**config.mk**
```make
export PLATFORM = sky130hd
export DESIGN_NAME = video_sprite_render_flat
export DESIGN_NICKNAME = d
export VERILOG_FILES = /design/src/rtl/video_sprite_render_if.sv /design/src/rtl/video_sprite_render.sv /design/src/flat_wrapper.sv
export SDC_FILE = /design/constraint.sdc
export NUM_CORES = 1
export LEC_CHECK = 0
export BUFFER_PORTS_ARGS = -buffer_cell sky130_fd_sc_hd__buf_2
export CAP_MARGIN = 0
export CORE_UTILIZATION = 54
export CTS_CLUSTER_SIZE = 20
export DETAILED_ROUTE_END_ITERATION = 10
export PLACE_DENSITY = 0.8
export SYNTH_ARGS = -nofsm -noshare
export SYNTH_HDL_FRONTEND = slang
export SYNTH_SLANG_ARGS = --single-unit
```
**constraint.sdc**
```tcl
create_clock -name clk -period 2.9 [get_ports clk]
set_clock_uncertainty 0.15 [all_clocks]
set_input_delay 0.29 -clock clk [delete_from_list [all_inputs] [get_ports clk]]
set_output_delay 0.29 -clock clk [all_outputs]
set_load 0.05 [all_outputs]
```
**src/rtl/video_sprite_render_if.sv**
```systemverilog
// Pixel stream, config bus and sprite RAM read port of the sprite compositor.
// The compositor (slave) consumes src/cfg/ram_dout and produces ram_addr_r/dst.
interface video_sprite_render_if #(
  parameter int AW = 10,
  parameter int DW = 12,
  parameter int HW = 11
);
  logic          src_vld;
  logic          src_sof;
  logic [HW-1:0] src_x;
  logic [HW-1:0] src_y;
  logic [DW-1:0] src_rgb;

  logic          cfg_we;
  logic [1:0]    cfg_addr;
  logic [HW-1:0] cfg_wdata;

  logic [AW-1:0] ram_addr_r;
  logic [DW-1:0] ram_dout;

  logic          dst_vld;
  logic          dst_sof;
  logic [DW-1:0] dst_rgb;

  modport master (
    output src_vld, src_sof, src_x, src_y, src_rgb,
    output cfg_we, cfg_addr, cfg_wdata,
    output ram_dout,
    input  ram_addr_r,
    input  dst_vld, dst_sof, dst_rgb
  );

  modport slave (
    input  src_vld, src_sof, src_x, src_y, src_rgb,
    input  cfg_we, cfg_addr, cfg_wdata,
    input  ram_dout,
    output ram_addr_r,
    output dst_vld, dst_sof, dst_rgb
  );
endinterface

```
**src/rtl/video_sprite_render.sv**
```systemverilog
// Two-stage single-sprite compositor: overlays a chroma-keyed sprite read from an
// external synchronous RAM onto a background pixel stream at a per-frame position.
module video_sprite_render #(
  parameter int              AW        = 10,
  parameter int              DW        = 12,
  parameter int              HW        = 11,
  parameter int              SW_LOG2   = 5,
  parameter int              SH_LOG2   = 5,
  parameter logic [DW-1:0]   KEY_COLOR = 12'h000
) (
  input  logic                 clk,
  input  logic                 rst_n,
  video_sprite_render_if.slave bus
);

  typedef enum logic [1:0] {
    REG_XPOS = 2'd0,
    REG_YPOS = 2'd1,
    REG_EN   = 2'd2,
    REG_RSVD = 2'd3
  } cfg_reg_e;

  localparam logic [HW:0] SPR_W = (HW+1)'(1) << SW_LOG2;
  localparam logic [HW:0] SPR_H = (HW+1)'(1) << SH_LOG2;

  logic [HW-1:0]      xpos_sh, ypos_sh, xpos_act, ypos_act;
  logic               en_sh, en_act;

  logic               sof_load;
  logic [HW-1:0]      xpos_cur, ypos_cur;
  logic               en_cur;
  logic [HW:0]        x_ext, y_ext, xp_ext, yp_ext;
  logic               hit;
  logic [SW_LOG2-1:0] dx;
  logic [SH_LOG2-1:0] dy;
  logic [AW-1:0]      ram_addr;

  logic               vld1, sof1, hit1;
  logic [DW-1:0]      rgb1;

  always_ff @(posedge clk or negedge rst_n) begin
    if (!rst_n) begin
      xpos_sh <= '0;
      ypos_sh <= '0;
      en_sh   <= 1'b0;
    end else if (bus.cfg_we) begin
      case (cfg_reg_e'(bus.cfg_addr))
        REG_XPOS: xpos_sh <= bus.cfg_wdata;
        REG_YPOS: ypos_sh <= bus.cfg_wdata;
        REG_EN:   en_sh   <= bus.cfg_wdata[0];
        default:  ;
      endcase
    end
  end

  // Loads the pre-write shadow, so a write coincident with sof lands one frame later.
  always_ff @(posedge clk or negedge rst_n) begin
    if (!rst_n) begin
      xpos_act <= '0;
      ypos_act <= '0;
      en_act   <= 1'b0;
    end else if (sof_load) begin
      xpos_act <= xpos_sh;
      ypos_act <= ypos_sh;
      en_act   <= en_sh;
    end
  end

  // The sof pixel already belongs to the new frame, so it bypasses the active registers.
  always_comb begin
    sof_load = bus.src_vld & bus.src_sof;
    xpos_cur = sof_load ? xpos_sh : xpos_act;
    ypos_cur = sof_load ? ypos_sh : ypos_act;
    en_cur   = sof_load ? en_sh   : en_act;
  end

  // One extra bit keeps a window that crosses the right/bottom edge from wrapping to 0.
  always_comb begin
    x_ext  = {1'b0, bus.src_x};
    y_ext  = {1'b0, bus.src_y};
    xp_ext = {1'b0, xpos_cur};
    yp_ext = {1'b0, ypos_cur};
    hit    = en_cur
           && (x_ext >= xp_ext) && (x_ext < (xp_ext + SPR_W))
           && (y_ext >= yp_ext) && (y_ext < (yp_ext + SPR_H));
  end

  always_comb begin
    dx       = bus.src_x[SW_LOG2-1:0] - xpos_cur[SW_LOG2-1:0];
    dy       = bus.src_y[SH_LOG2-1:0] - ypos_cur[SH_LOG2-1:0];
    ram_addr = {dy, dx};
  end

  assign bus.ram_addr_r = ram_addr;

  always_ff @(posedge clk or negedge rst_n) begin
    if (!rst_n) begin
      vld1 <= 1'b0;
      sof1 <= 1'b0;
      hit1 <= 1'b0;
      rgb1 <= '0;
    end else begin
      vld1 <= bus.src_vld;
      sof1 <= bus.src_vld & bus.src_sof;
      hit1 <= hit;
      rgb1 <= bus.src_rgb;
    end
  end

  always_ff @(posedge clk or negedge rst_n) begin
    if (!rst_n) begin
      bus.dst_vld <= 1'b0;
      bus.dst_sof <= 1'b0;
      bus.dst_rgb <= '0;
    end else begin
      bus.dst_vld <= vld1;
      bus.dst_sof <= sof1;
      bus.dst_rgb <= (hit1 && (bus.ram_dout != KEY_COLOR)) ? bus.ram_dout : rgb1;
    end
  end

endmodule

```
**src/flat_wrapper.sv**
```systemverilog
// flat-port wrapper written by rule: the top's interface ports become plain ports
module video_sprite_render_flat 
#(
  parameter int              AW        = 10,
  parameter int              DW        = 12,
  parameter int              HW        = 11,
  parameter int              SW_LOG2   = 5,
  parameter int              SH_LOG2   = 5,
  parameter logic [DW-1:0]   KEY_COLOR = 12'h000
)
  (clk, rst_n, bus_src_vld, bus_src_sof, bus_src_x, bus_src_y, bus_src_rgb, bus_cfg_we, bus_cfg_addr, bus_cfg_wdata, bus_ram_dout, bus_ram_addr_r, bus_dst_vld, bus_dst_sof, bus_dst_rgb);
  video_sprite_render_if #(.AW(AW), .DW(DW), .HW(HW)) bus_i ();
  input  logic clk;
  input  logic rst_n;
  input wire logic [$bits(bus_i.src_vld)-1:0] bus_src_vld;
  input wire logic [$bits(bus_i.src_sof)-1:0] bus_src_sof;
  input wire logic [$bits(bus_i.src_x)-1:0] bus_src_x;
  input wire logic [$bits(bus_i.src_y)-1:0] bus_src_y;
  input wire logic [$bits(bus_i.src_rgb)-1:0] bus_src_rgb;
  input wire logic [$bits(bus_i.cfg_we)-1:0] bus_cfg_we;
  input wire logic [$bits(bus_i.cfg_addr)-1:0] bus_cfg_addr;
  input wire logic [$bits(bus_i.cfg_wdata)-1:0] bus_cfg_wdata;
  input wire logic [$bits(bus_i.ram_dout)-1:0] bus_ram_dout;
  output wire logic [$bits(bus_i.ram_addr_r)-1:0] bus_ram_addr_r;
  output wire logic [$bits(bus_i.dst_vld)-1:0] bus_dst_vld;
  output wire logic [$bits(bus_i.dst_sof)-1:0] bus_dst_sof;
  output wire logic [$bits(bus_i.dst_rgb)-1:0] bus_dst_rgb;
  assign bus_i.src_vld = bus_src_vld;
  assign bus_i.src_sof = bus_src_sof;
  assign bus_i.src_x = bus_src_x;
  assign bus_i.src_y = bus_src_y;
  assign bus_i.src_rgb = bus_src_rgb;
  assign bus_i.cfg_we = bus_cfg_we;
  assign bus_i.cfg_addr = bus_cfg_addr;
  assign bus_i.cfg_wdata = bus_cfg_wdata;
  assign bus_i.ram_dout = bus_ram_dout;
  assign bus_ram_addr_r = bus_i.ram_addr_r;
  assign bus_dst_vld = bus_i.dst_vld;
  assign bus_dst_sof = bus_i.dst_sof;
  assign bus_dst_rgb = bus_i.dst_rgb;
  video_sprite_render #(.AW(AW), .DW(DW), .HW(HW), .SW_LOG2(SW_LOG2), .SH_LOG2(SH_LOG2), .KEY_COLOR(KEY_COLOR)) u_core (.clk(clk), .rst_n(rst_n), .bus(bus_i));
endmodule
```
# ---- Word level (Yosys, flattened, before mapping)
# Index checks and enable logic that the tools add are counted.
dict set report word_totals {
  wordCells 38
  output_inout_bits 24
  regBits 75
}
dict set report classes {
  n_eq_ne 2
  reduce_logical 10
  add_sub_neg 4
  order_cmp 4
  n_mux 4
  bitwise_logic 1
}
# cell count
set op_table {}
lappend op_table {{$add A11 B6 Y12 const B} 2}
lappend op_table {{$lt A11 B12 Y1} 2}
lappend op_table {{$ge A11 B11 Y1} 2}
lappend op_table {{$mux W11} 2}
lappend op_table {{$mux W12} 1}
lappend op_table {{$reduce_bool A12 Y1} 1}
lappend op_table {{$sub A5 B5 Y5} 2}
lappend op_table {{$reduce_and A2 Y1} 3}
lappend op_table {{$logic_and A1 B1 Y1} 5}
lappend op_table {{$eq A2 B1 Y1 const B} 1}
lappend op_table {{$eq A2 B2 Y1 const B} 1}
lappend op_table {{$logic_not A2 Y1} 1}
lappend op_table {{$and A1 B1 Y1} 1}
lappend op_table {{$mux W1} 1}

# ---- Longest topological paths before layout
dict set report depth {
  word_depth 7
  mapped_depth 14
  depth_no_buf 13
}

# ---- Worst setup path after synthesis
# Ideal clock, no wire load.
dict set report synth_path {
  path_type {input -> output}
  from {input bus_src_vld}
  to {output bus_ram_addr_r[9]}
  arrival_ns 3.000
  path_buffers 3
  path_stages 10
  required_ns 2.460
  path_slack_ns -0.540
  cell_sequence {buf_6 nand2_8 buf_4 buf_2 mux2i_1 inv_1 fa_1 nor2b_1 o21ai_0 a21boi_0}
}
dict set report synth_between {
  elab_chain_cells 3
}
# element line_no
set synth_rtl {}
lappend synth_rtl {{start, declared} flat_wrapper.sv:15} ;# input wire logic [$bits(bus_i.src_vld)-1:0] bus_src_vld;
lappend synth_rtl {{$and A1 B1 Y1} video_sprite_render.sv:71} ;# sof_load = bus.src_vld & bus.src_sof;
lappend synth_rtl {{$mux W11} video_sprite_render.sv:73} ;# ypos_cur = sof_load ? ypos_sh : ypos_act;
lappend synth_rtl {{named net u_core.ypos_cur[1]} video_sprite_render.sv:30} ;# logic [HW-1:0] xpos_cur, ypos_cur;
lappend synth_rtl {{$sub A5 B5 Y5} video_sprite_render.sv:90} ;# dy = bus.src_y[SH_LOG2-1:0] - ypos_cur[SH_LOG2-1:0];
lappend synth_rtl {{end, declared} flat_wrapper.sv:24} ;# output wire logic [$bits(bus_i.ram_addr_r)-1:0] bus_ram_addr_r;
# The timed path passes the listed nets, and every way through them passes these cells.

# ---- Worst setup path after layout
dict set report layout_path {
  from {input bus_src_sof}
  to {output bus_ram_addr_r[9]}
}
dict set report layout_between {
  elab_chain_cells 3
}
# element line_no
set layout_rtl {}
lappend layout_rtl {{start, declared} flat_wrapper.sv:16} ;# input wire logic [$bits(bus_i.src_sof)-1:0] bus_src_sof;
lappend layout_rtl {{$and A1 B1 Y1} video_sprite_render.sv:71}
lappend layout_rtl {{named net u_core.sof_load} video_sprite_render.sv:29} ;# logic sof_load;
lappend layout_rtl {{$mux W11} video_sprite_render.sv:73}
lappend layout_rtl {{named net u_core.ypos_cur[2]} video_sprite_render.sv:30}
lappend layout_rtl {{$sub A5 B5 Y5} video_sprite_render.sv:90}
# The timed path passes the listed nets, and every way through them passes these cells.

==> flow_summary.json <==
{
  "core_um2": 6907,
  "grt_max_degree": 52,
  "max_freq_mhz": 359.4,
  "clockRootBuffer": "clkbuf_8",
  "synth_area_um2": 3904,
  "final_core_util_pct": 70.72,
  "ios": 88,
  "finalCritPeriodShare_pct": 95.95,
  "rsz0062_at_grt": "no",
  "critPathMaxFanout": 10,
  "synth-edff-count": 0,
  "synth_xor_area_share_pct": 3.590,
  "min_period_ns": 2.782,
  "clk_latency_ns": 0.34,
  "overflow": 0,
  "synth-simple-area-share_pct": 9.487,
  "dieHeight_um": 87.03,
  "synthArstFlopShare_pct": 100.0,
  "io_buffers": 87,
  "yosys-top-cells-area": "dfrtp_1, mux2_2, ha_1",
  "drtIter0Drc": 108,
  "worstPathArrival_ns": 2.34,
  "fin_area_um2": 4885,
  "cts.sinks": 75,
  "grt_usage_pct": 23.57,
  "antenna_cells": 0,
  "dp_hpwl_um": 6222,
  "end_kind": "output pin",
  "synth_top_family_by_area": "multiplexers",
  "clk_path_buf_depth": 2,
  "rows": 30,
  "place_inst": 523,
  "hp-class": "in2reg",
  "synth_seq_area_share_pct": 48.08,
  "antenna_found_initial": 0,
  "die_x_um": 87.03,
  "synth.distinct_cells": 49,
  "cts_tree": "done",
  "area_delta_synth_final_pct": 25.13,
  "outcome": "finished clean",
  "dr.pass1.iters": 4,
  "power_w": 0.003579,
  "slew_headroom_pct": 18.45,
  "wire_per_inst_um": 14.95,
  "start_util_pct": 56.52,
  "ys_warn_count": 0,
  "required_ns": 2.46,
  "multiInputGateArea_um2": 1878,
  "ys_ff_latch": 75,
  "slew_violations": 0,
  "syn_nets": 432,
  "regArea_um2": 1877,
  "p_leak_nw": 2.488,
  "yosysMostFrequentCell": "dfrtp_1",
  "first_global_vias": 3050,
  "synth_area_leader_cell": "dfrtp_1",
  "dieArea_um2": 7573,
  "hold_viol": 0,
  "p_per_area_nw_per_um2": 732.8,
  "fillCellCount": 544,
  "worstSetupPathType": "in2out",
  "numCtsBuffers": 9,
  "cap_violations": 0,
  "grt_pass1_wl_um": 13580,
  "place_congestion": 0.8442,
  "nNetsFinal": 549,
  "post_cts_buffers": 0,
  "setup-violations-final": 0,
  "drc": 0,
  "syn_inst": 334,
  "synth.mux.area_fraction_pct": 14.58,
  "synth.cells.most_frequent": "dfrtp_1, mux2_2, inv_1",
  "synth-main-ff-cell": "dfrtp_1",
  "ir_drop_v": 0.0004944,
  "crit_path_start_kind": "primary input",
  "viasPerCell": 5.308,
  "clkTransAtPathRegs_ns": 0.07,
  "drive_above_1_share_pct": 35.75,
  "final_cells": 552,
  "routed_wl_um": 8252,
  "max_slew.worst_pin.slew_ns": 1.218,
  "synth_compound_area_share_pct": 7.724,
  "synthAdderAreaFrac_pct": 12.08,
  "synth_top_area_share_pct": 48.08,
  "ant_nets": 0,
  "syn_area_per_cell_um2": 11.69,
  "cts_max_level": 3,
  "dpl_cell_area_um2": 4538,
  "vias": 2930
}
## cells in the final DEF (no fill, tap or decap), drive strengths merged, types with 4 or more instances in the layout
cell type / Yosys / final
xor2: 5 / 5
ha: 32 / 32
a21o: 5 / 5
dfrtp: 75 / 75
xnor2: 11 / 11
mux2i: 16 / 16
a211oi: 4 / 4
o21ai: 9 / 9
buf: 4 / 99
clkbuf: 3 / 13
nor2: 7 / 7
inv: 34 / 34
nor4: 5 / 5
and3: 4 / 4
dlygate4sd3: 0 / 13
nand4: 4 / 4
nand2: 26 / 26
nand3: 6 / 6
a21oi: 11 / 11
mux2: 36 / 36
## area by class of cell
cell class	instances	area share, %
clock buffer	12	3.176
tap	96	2.459
clock inverter	4	0.9990
timing repair buffer	113	13.88
sequential	75	38.42
multi-input combinational	218	38.45
inverter	34	2.613
## critical path, cell delays in order
cell      delay [ns]
buf_2           0.19
nand2_8         0.13
inv_2           0.21
nand2_1         0.08
nand2_1         0.08
inv_1           0.05
ha_1            0.34
nor2b_1         0.17
o31ai_1         0.30
a21boi_2        0.22
buf_2           0.27
## cell families (layout without fill, tap and decap cells)
logic type                 after synthesis  count (layout)
xor gates and xnor gates                16              16
muxes                                   52              52
buffers and inverters                   41             163
DFF                                     75              75
adders and majority gates               37              37
and+or+nand+nor                         68              68
AOI/OAI and AO/OA                       45              45
## power breakdown
group          switching (W)  total, W  internal, W
Combinational       0.000890   0.00147     0.000576
Clock               0.000366  0.000809     0.000443
Sequential         0.0000860   0.00130      0.00122
## sequential cells by signal, indices dropped and copies added (netlist names)
signal,cells
u_core.vld1,1
u_core.en_sh,1
u_core.hit1,1
u_core.bus.dst_sof,1
u_core.sof1,1
u_core.xpos_act,11
u_core.bus.dst_vld,1
u_core.xpos_sh,11
u_core.en_act,1
u_core.ypos_act,11
u_core.ypos_sh,11
u_core.rgb1,12
u_core.bus.dst_rgb,12
## layer usage
metal  up-vias  global-route usage [%]  part of all wire [%]
li1       1403                       -                     -
met1      1419                   27.72                    42
met2        96                   43.24                    51
met3        12                   4.171                   5.1
met4         0                   8.030                   1.6
met5         -                       0                     0
## path summary, 6_finish.rpt
path / slack, ns / cells after the start / endpoint / start
worst max-delay path: 0.12 / 11 / bus_ram_addr_r[9] / bus_src_sof
worst max register to register: 0.22 / 10 / u_core.hit1 / u_core.ypos_sh[5]
min in group asynchronous: 0.32 / 2 / u_core.rgb1[6] / rst_n
max in group asynchronous: 1.64 / 3 / u_core.ypos_act[1] / rst_n
worst min register to register: 0.20 / 0 / u_core.bus.dst_vld / u_core.vld1
worst min-delay path: 0.04 / 2 / u_core.xpos_sh[3] / bus_cfg_wdata[3]
## through the flow
stage | hold slack (ns) | setup TNS, ns | setup slack (ns)
after floorplan | -0.1556 | -0.05251 | -0.02666
after global placement | 0.1501 | -0.03054 | -0.03054
after detailed placement | 0.1504 | -0.04980 | -0.04980
after CTS | 0.03505 | 0 | 0.1002
after global routing | 0.03790 | 0 | 0.003468
final | 0.04367 | 0 | 0.1175
## what timing repair did
| item | in CTS | in global routing |
|---|---|---|
| endpoints found under the hold margin | 36 | 0 |
| endpoints found under the setup margin | 0 | 2 |
| hold buffers | 13 | 0 |
| gates resized for setup | 0 | 3 |
(Power assumes the default switching activity.)
